[config.mk]
export PLATFORM = sky130hd
export DESIGN_NAME = stack_sequencer
export DESIGN_NICKNAME = d
export VERILOG_FILES = /design/src/rtl/stackcalc_pkg.sv /design/src/rtl/stack_alu.sv /design/src/rtl/stack_sequencer.sv
export SDC_FILE = /design/constraint.sdc
export NUM_CORES = 1
export LEC_CHECK = 0
export CAP_MARGIN = 25
export CORE_ASPECT_RATIO = 0.9
export CORE_MARGIN = 4
export CORE_UTILIZATION = 35
export DETAILED_ROUTE_END_ITERATION = 16
export MAX_ROUTING_LAYER = met4
export PLACE_DENSITY = 0.68
export RECOVER_POWER = 25
export SLEW_MARGIN = 25
export SYNTH_ARGS = -nofsm -noshare
export SYNTH_HDL_FRONTEND = slang
export SYNTH_SLANG_ARGS = --single-unit
[constraint.sdc]
create_clock -name clk -period 5.4 [get_ports clk]
set_input_delay 0.81 -clock clk [delete_from_list [all_inputs] [get_ports clk]]
set_output_delay 0.81 -clock clk [all_outputs]
set_load 0.01 [all_outputs]
[src/rtl/stackcalc_pkg.sv]
// ============================================================================
// Module : stackcalc_pkg
// Brief  : Shared opcode encoding, sequencer state type and stack sizing for
//          the stack calculator (sequencer, ALU and the attached stack).
// Rev    : 1.0  initial release
// ============================================================================
`default_nettype none

package stackcalc_pkg;

   // Default stack capacity in words, shared with the stack itself
   localparam int STACK_SIZE_DEFAULT = 8;

   // Width of a stack word
   localparam int WORD_W = 4;

   // Opcode encoding
   localparam logic [2:0] OP_PUSH = 3'b000;
   localparam logic [2:0] OP_POP  = 3'b001;
   localparam logic [2:0] OP_ADD  = 3'b010;
   localparam logic [2:0] OP_SUB  = 3'b011;
   localparam logic [2:0] OP_AND  = 3'b100;
   localparam logic [2:0] OP_OR   = 3'b101;
   localparam logic [2:0] OP_XOR  = 3'b110;
   localparam logic [2:0] OP_DUP  = 3'b111;

   // Sequencer states
   typedef enum logic [1:0] {
      ST_IDLE = 2'd0,
      ST_POPA = 2'd1,
      ST_POPB = 2'd2,
      ST_PUSH = 2'd3
   } state_e;

   // True for the two-operand opcodes (consume two words, push one)
   function automatic logic is_binary_op(input logic [2:0] op);
      return (op != OP_PUSH) && (op != OP_POP) && (op != OP_DUP);
   endfunction

endpackage : stackcalc_pkg

`default_nettype wire

[src/rtl/stack_alu.sv]
// ============================================================================
// Module : stack_alu
// Brief  : 4-bit combinational operation unit. a is the second stack entry,
//          b the top; all results wrap modulo 16.
// Rev    : 1.0  initial release
// ============================================================================
`default_nettype none

module stack_alu
   import stackcalc_pkg::*;
(
   input  logic [WORD_W-1:0] a,
   input  logic [WORD_W-1:0] b,
   input  logic [2:0]        op,
   output logic [WORD_W-1:0] y
);

   // Operation select; carry and borrow fall off the top bit
   always_comb begin
      y = '0;
      case (op)
         OP_ADD:  y = a + b;
         OP_SUB:  y = a - b;
         OP_AND:  y = a & b;
         OP_OR:   y = a | b;
         OP_XOR:  y = a ^ b;
         default: y = '0;
      endcase
   end

endmodule : stack_alu

`default_nettype wire

[src/rtl/stack_sequencer.sv]
// ============================================================================
// Module : stack_sequencer
// Brief  : Accepts calculator operations and drives an external stack with
//          the pop/push sequence each one needs, tracking occupancy and the
//          last result, and rejecting operations that would under/overflow.
// Rev    : 1.0  initial release
// ============================================================================
`default_nettype none

module stack_sequencer
   import stackcalc_pkg::*;
#(
   parameter int STACK_SIZE = STACK_SIZE_DEFAULT
)
(
   input  logic                                clk,
   input  logic                                rst,
   input  logic                                op_valid,
   input  logic [2:0]                          op_code,
   input  logic [WORD_W-1:0]                   op_data,
   output logic                                op_ready,
   output logic                                stk_mode,
   output logic                                stk_move,
   output logic [WORD_W-1:0]                   stk_word,
   input  logic [WORD_W-1:0]                   top_word,
   input  logic [WORD_W-1:0]                   second_word,
   output logic [WORD_W-1:0]                   result,
   output logic [$clog2(STACK_SIZE+1)-1:0]     depth,
   output logic                                err
);

   localparam int                 DEPTH_W    = $clog2(STACK_SIZE + 1);
   localparam logic [DEPTH_W-1:0] FULL_DEPTH = DEPTH_W'(STACK_SIZE);
   localparam logic [DEPTH_W-1:0] ONE        = DEPTH_W'(1);
   localparam logic [DEPTH_W-1:0] TWO        = DEPTH_W'(2);

   state_e              state_q, state_d;
   logic [WORD_W-1:0]   work_q, work_d;
   logic [WORD_W-1:0]   result_q, result_d;
   logic [DEPTH_W-1:0]  depth_q, depth_d;
   logic                err_q, err_d;
   // Set for binary ops: POPB continues into PUSH instead of returning to IDLE
   logic                chain_push_q, chain_push_d;

   logic                accept_w;
   logic                reject_w;
   logic [WORD_W-1:0]   alu_y_w;

   stack_alu u_alu (
      .a  (second_word),
      .b  (top_word),
      .op (op_code),
      .y  (alu_y_w)
   );

   assign accept_w = op_valid && (state_q == ST_IDLE);

   // Occupancy check that decides whether an offered op is rejected
   always_comb begin
      reject_w = 1'b0;
      case (op_code)
         OP_PUSH: reject_w = (depth_q == FULL_DEPTH);
         OP_POP:  reject_w = (depth_q == '0);
         OP_DUP:  reject_w = (depth_q == '0) || (depth_q == FULL_DEPTH);
         default: reject_w = (depth_q < TWO);
      endcase
   end

   // State register
   always_ff @(posedge clk or posedge rst) begin
      if (rst) begin
         state_q <= ST_IDLE;
      end else begin
         state_q <= state_d;
      end
   end

   // Next-state selection for each op's pop/push sequence
   always_comb begin
      state_d = state_q;
      case (state_q)
         ST_IDLE: begin
            if (accept_w && !reject_w) begin
               case (op_code)
                  OP_PUSH, OP_DUP: state_d = ST_PUSH;
                  OP_POP:          state_d = ST_POPB;
                  default:         state_d = ST_POPA;
               endcase
            end
         end
         ST_POPA: state_d = ST_POPB;
         ST_POPB: state_d = chain_push_q ? ST_PUSH : ST_IDLE;
         ST_PUSH: state_d = ST_IDLE;
         default: state_d = ST_IDLE;
      endcase
   end

   // Stack drive and handshake outputs, decoded from state
   always_comb begin
      op_ready = (state_q == ST_IDLE);
      stk_move = (state_q != ST_IDLE);
      stk_mode = (state_q == ST_PUSH);
      stk_word = (state_q == ST_PUSH) ? work_q : '0;
   end

   // Datapath next values: operands are captured at accept, depth follows moves
   always_comb begin
      work_d       = work_q;
      result_d     = result_q;
      depth_d      = depth_q;
      err_d        = 1'b0;
      chain_push_d = chain_push_q;
      if (accept_w) begin
         if (reject_w) begin
            err_d = 1'b1;
         end else begin
            chain_push_d = is_binary_op(op_code);
            case (op_code)
               OP_PUSH: begin
                  work_d   = op_data;
                  result_d = op_data;
               end
               OP_POP: begin
                  result_d = top_word;
               end
               OP_DUP: begin
                  work_d   = top_word;
                  result_d = top_word;
               end
               default: begin
                  work_d   = alu_y_w;
                  result_d = alu_y_w;
               end
            endcase
         end
      end
      case (state_q)
         ST_POPA, ST_POPB: depth_d = depth_q - ONE;
         ST_PUSH:          depth_d = depth_q + ONE;
         default:          depth_d = depth_q;
      endcase
   end

   // Datapath registers
   always_ff @(posedge clk or posedge rst) begin
      if (rst) begin
         work_q       <= '0;
         result_q     <= '0;
         depth_q      <= '0;
         err_q        <= 1'b0;
         chain_push_q <= 1'b0;
      end else begin
         work_q       <= work_d;
         result_q     <= result_d;
         depth_q      <= depth_d;
         err_q        <= err_d;
         chain_push_q <= chain_push_d;
      end
   end

   assign result = result_q;
   assign depth  = depth_q;
   assign err    = err_q;

endmodule : stack_sequencer

`default_nettype wire
==> impl_metrics.yaml <==
routing:
  vias: 1186
  antenna_left: 0
  avgViaCountPerCell: 5.13
  wl_per_cell_um: 13.6
  firstDrtPassIters: 4
  drt-total-wl_mm: 3.14
  drt_iter0_markers: 55
  remaining_drc_errors: 0
critical_path:
  timing.rr.start: "state_q[1]$_DFFE_PP0P_"
  critPathCaptureType: "flop"
  critPathSlowestCell: "clkdlybuf4s50_1"
  worstPathCellList: "clkdlybuf4s50_1 > and3b_4 > mux2i_1 > fa_1 > a221o_1 > o21ai_0 > o21ai_0 > mux2_2"
  cp.required_ns: 5.54
  crit_path_frequent_cell: "o21ai_0"
  critPathMaxStageDelay_ns: 0.91
  arrival_ns: 3.61
  ff2ff_path_depth: 5
  startpoint_type: "input pin"
  ff2ff_setup_slack_ns: 3.46
  rr_endpoint: "result[3]$_DFFE_PP0P_"
  crit_fanout: 20
  path_class: "in -> reg"
yosys:
  syn_avg_cell_area_um2: 8.86
  syn_nets: 190
  yosysUniqueCellTypes: 46
  ys_warn_count: 0
  synth_flop_cell: "dfrtp_1"
  synth_area_um2: 1380
  synth-seq-area-share_pct: 29.0
  postSynthCellCount: 156
  ys_top_cells_by_count: "16 x dfrtp_1, 16 x inv_1, 14 x ha_1"
  synth_edf_count: 0
  synthTopCellsByArea: "dfrtp_1 29%, ha_1 13%, inv_1 4.3%"
  yosysTopAreaCellShare_pct: 29.0
  synth_top_cell_by_area: "dfrtp_1"
  ys_ff_latch: 16
  synthArstFlopShare_pct: 100
cts:
  cts_tree: "yes"
  clock_path_buffers: 2
  clk_pin_slew_ns: 0.06
  insertion_delay_ns: 0.25
  cts_sinks: 16
  htree_levels: 1
  ctsHoldBuffers: 0
  ctsResizeCount: 0
  postCtsSetupBuffers: 0
  cts_root_buf: "clkbuf_8"
  numCtsBuffers: 3
sta:
  setup_viol: 0
  drv_slew: 0
  worst_pin_slew_ns: 0.690
  fin_crit_sh_pct: 64.3
  rsz0062_at_grt: "false"
  fmax_mhz: 288
  hold_viol: 0
  skew_ns: 0.00208
  min_period_ns: 3.47
  max-slew-margin-rel_pct: 53.9
  tns_ns: 0
finish:
  drive_gt1_share_pct: 8.65
  final_nets: 221
  n_antenna_cell: 0
  finish.utilization_pct: 47.2
  nFillCells: 381
  area_growth_syn_to_layout_pct: 28.3
worst_hold_path:
  hold_start: "result[2]$_DFFE_PP0P_"
  holdPathStages: 2
  hold_path_end: "result[2]$_DFFE_PP0P_"
  hold_path.class: "reg -> reg"
floorplan:
  die_area_um2: 5020
  die_x_um: 74.3
  initial_utilization_pct: 36.8
  fp.dieH_um: 67.6
  core_area_um2: 3760
  io_pins: 34
  rows: 21
grt:
  grt-ovfl-total: 0
  grt_use_total_pct: 13.6
  grt_pass1_wl_mm: 5.19
  grt_pass1_vias: 1098
  grt_max_degree: 21
  antenna_found_initial: 0
placed_design:
  routabilityCongestion: 0.857
  hpwl_mm: 2.43
  port_buffers: 33
run:
  maxCapViolCount: 0
power:
  power_density_nw_per_um2: 399
  leakagePower_nw: 0.796
  vdd_ir_drop_max_mv: 0.144
status:
  outcome: "finished clean"
[critical path, delay by kind of cell]
family	cells	cell delay [ns]
mux	2	0.55
fa+ha+maj	1	0.46
buf+inv	1	0.91
simple gates	1	0.32
compound gates	3	0.54
[through the flow]
step,hold slack (ns),worst slack [ns],power (mW),cells,cell area [µm²]
after floorplan,0.450,2.70,0.470,156,1380
after global placement,0.467,1.69,0.621,228,1740
after detailed placement,0.483,1.66,0.627,228,1740
after CTS,0.498,1.93,0.722,231,1780
after global routing,0.523,1.74,0.776,231,1770
final,0.490,1.93,0.708,231,1770
[metal layers]
layer,wire [µm],vias to the layer above,GRT usage [%]
li1,-,607,-
met1,1610,557,18.8
met2,1400,18,20.2
met3,103,4,2.98
met4,29,0,3.33
met5,0,-,-
[report_power, final]
group	leakage [nW]	internal, mW	switching [mW]
sequential	0.192	0.180	0.0509
clock	0.0216	0.0495	0.0403
combinational	0.583	0.212	0.175
total	0.796	0.442	0.266
[registers in the layout, summed over array words and instances (netlist names)]
register / count
state_q: 2
work_q: 4
err: 1
chain_push_q: 1
result: 4
depth: 4
[placed cells by master (no fill, tap or decap), drive strengths merged, types with 2 or more instances in the layout]
master,synthesis,layout
nand3,2,2
mux2i,5,5
a21boi,2,2
dfrtp,16,16
clkbuf,5,3
and3,3,3
o21ai,13,13
inv,16,16
nand2,13,13
a32oi,2,2
a221o,2,2
clkdlybuf4s50,0,32
a21oi,6,6
nor2b,3,3
mux2,5,5
o22ai,2,2
fa,2,2
xnor2,5,5
ha,14,14
a211oi,2,2
nor2,13,13
xor2,2,2
a31oi,2,2
[layout make-up]
type / count / area, µm² / share of cell area (%)
Clock buffer: 3 / 41.3 / 2.33
Inverter: 16 / 60.1 / 3.39
Multi-Input combinational cell: 117 / 885 / 49.9
Sequential cell: 16 / 400 / 22.6
Tap cell: 46 / 57.6 / 3.24
Timing Repair Buffer: 33 / 330 / 18.6
[worst max path at each step]
stage | endpoint | slack [ns] | depth (start not counted) | startpoint
after floorplan | work_q[1]$_DFFE_PP0P_ | 2.70 | 8 | op_code[0]
after CTS | work_q[1]$_DFFE_PP0P_ | 1.93 | 8 | op_code[1]
after global routing | result[3]$_DFFE_PP0P_ | 1.74 | 9 | op_code[1]
final | work_q[1]$_DFFE_PP0P_ | 1.93 | 8 | op_code[1]
after global placement | work_q[1]$_DFFE_PP0P_ | 1.69 | 8 | op_code[1]
after detailed placement | result[1]$_DFFE_PP0P_ | 1.66 | 8 | op_code[1]
[cells by family (layout without fill, tap and decap cells)]
kind of cell | count (synthesis) | after routing | share of synthesized area, %
AO/OA/AOI/OAI | 42 | 42 | 21.1
AND/OR/NAND/NOR | 42 | 42 | 15.4
buffers and inverters | 23 | 52 | 6.88
adder cells (fa/ha/maj) | 16 | 16 | 15.6
flip-flops | 16 | 16 | 29.0
multiplexers | 10 | 10 | 7.69
XOR/XNOR | 7 | 7 | 4.43
No activity file was read; power rests on OpenSTA's default activity.
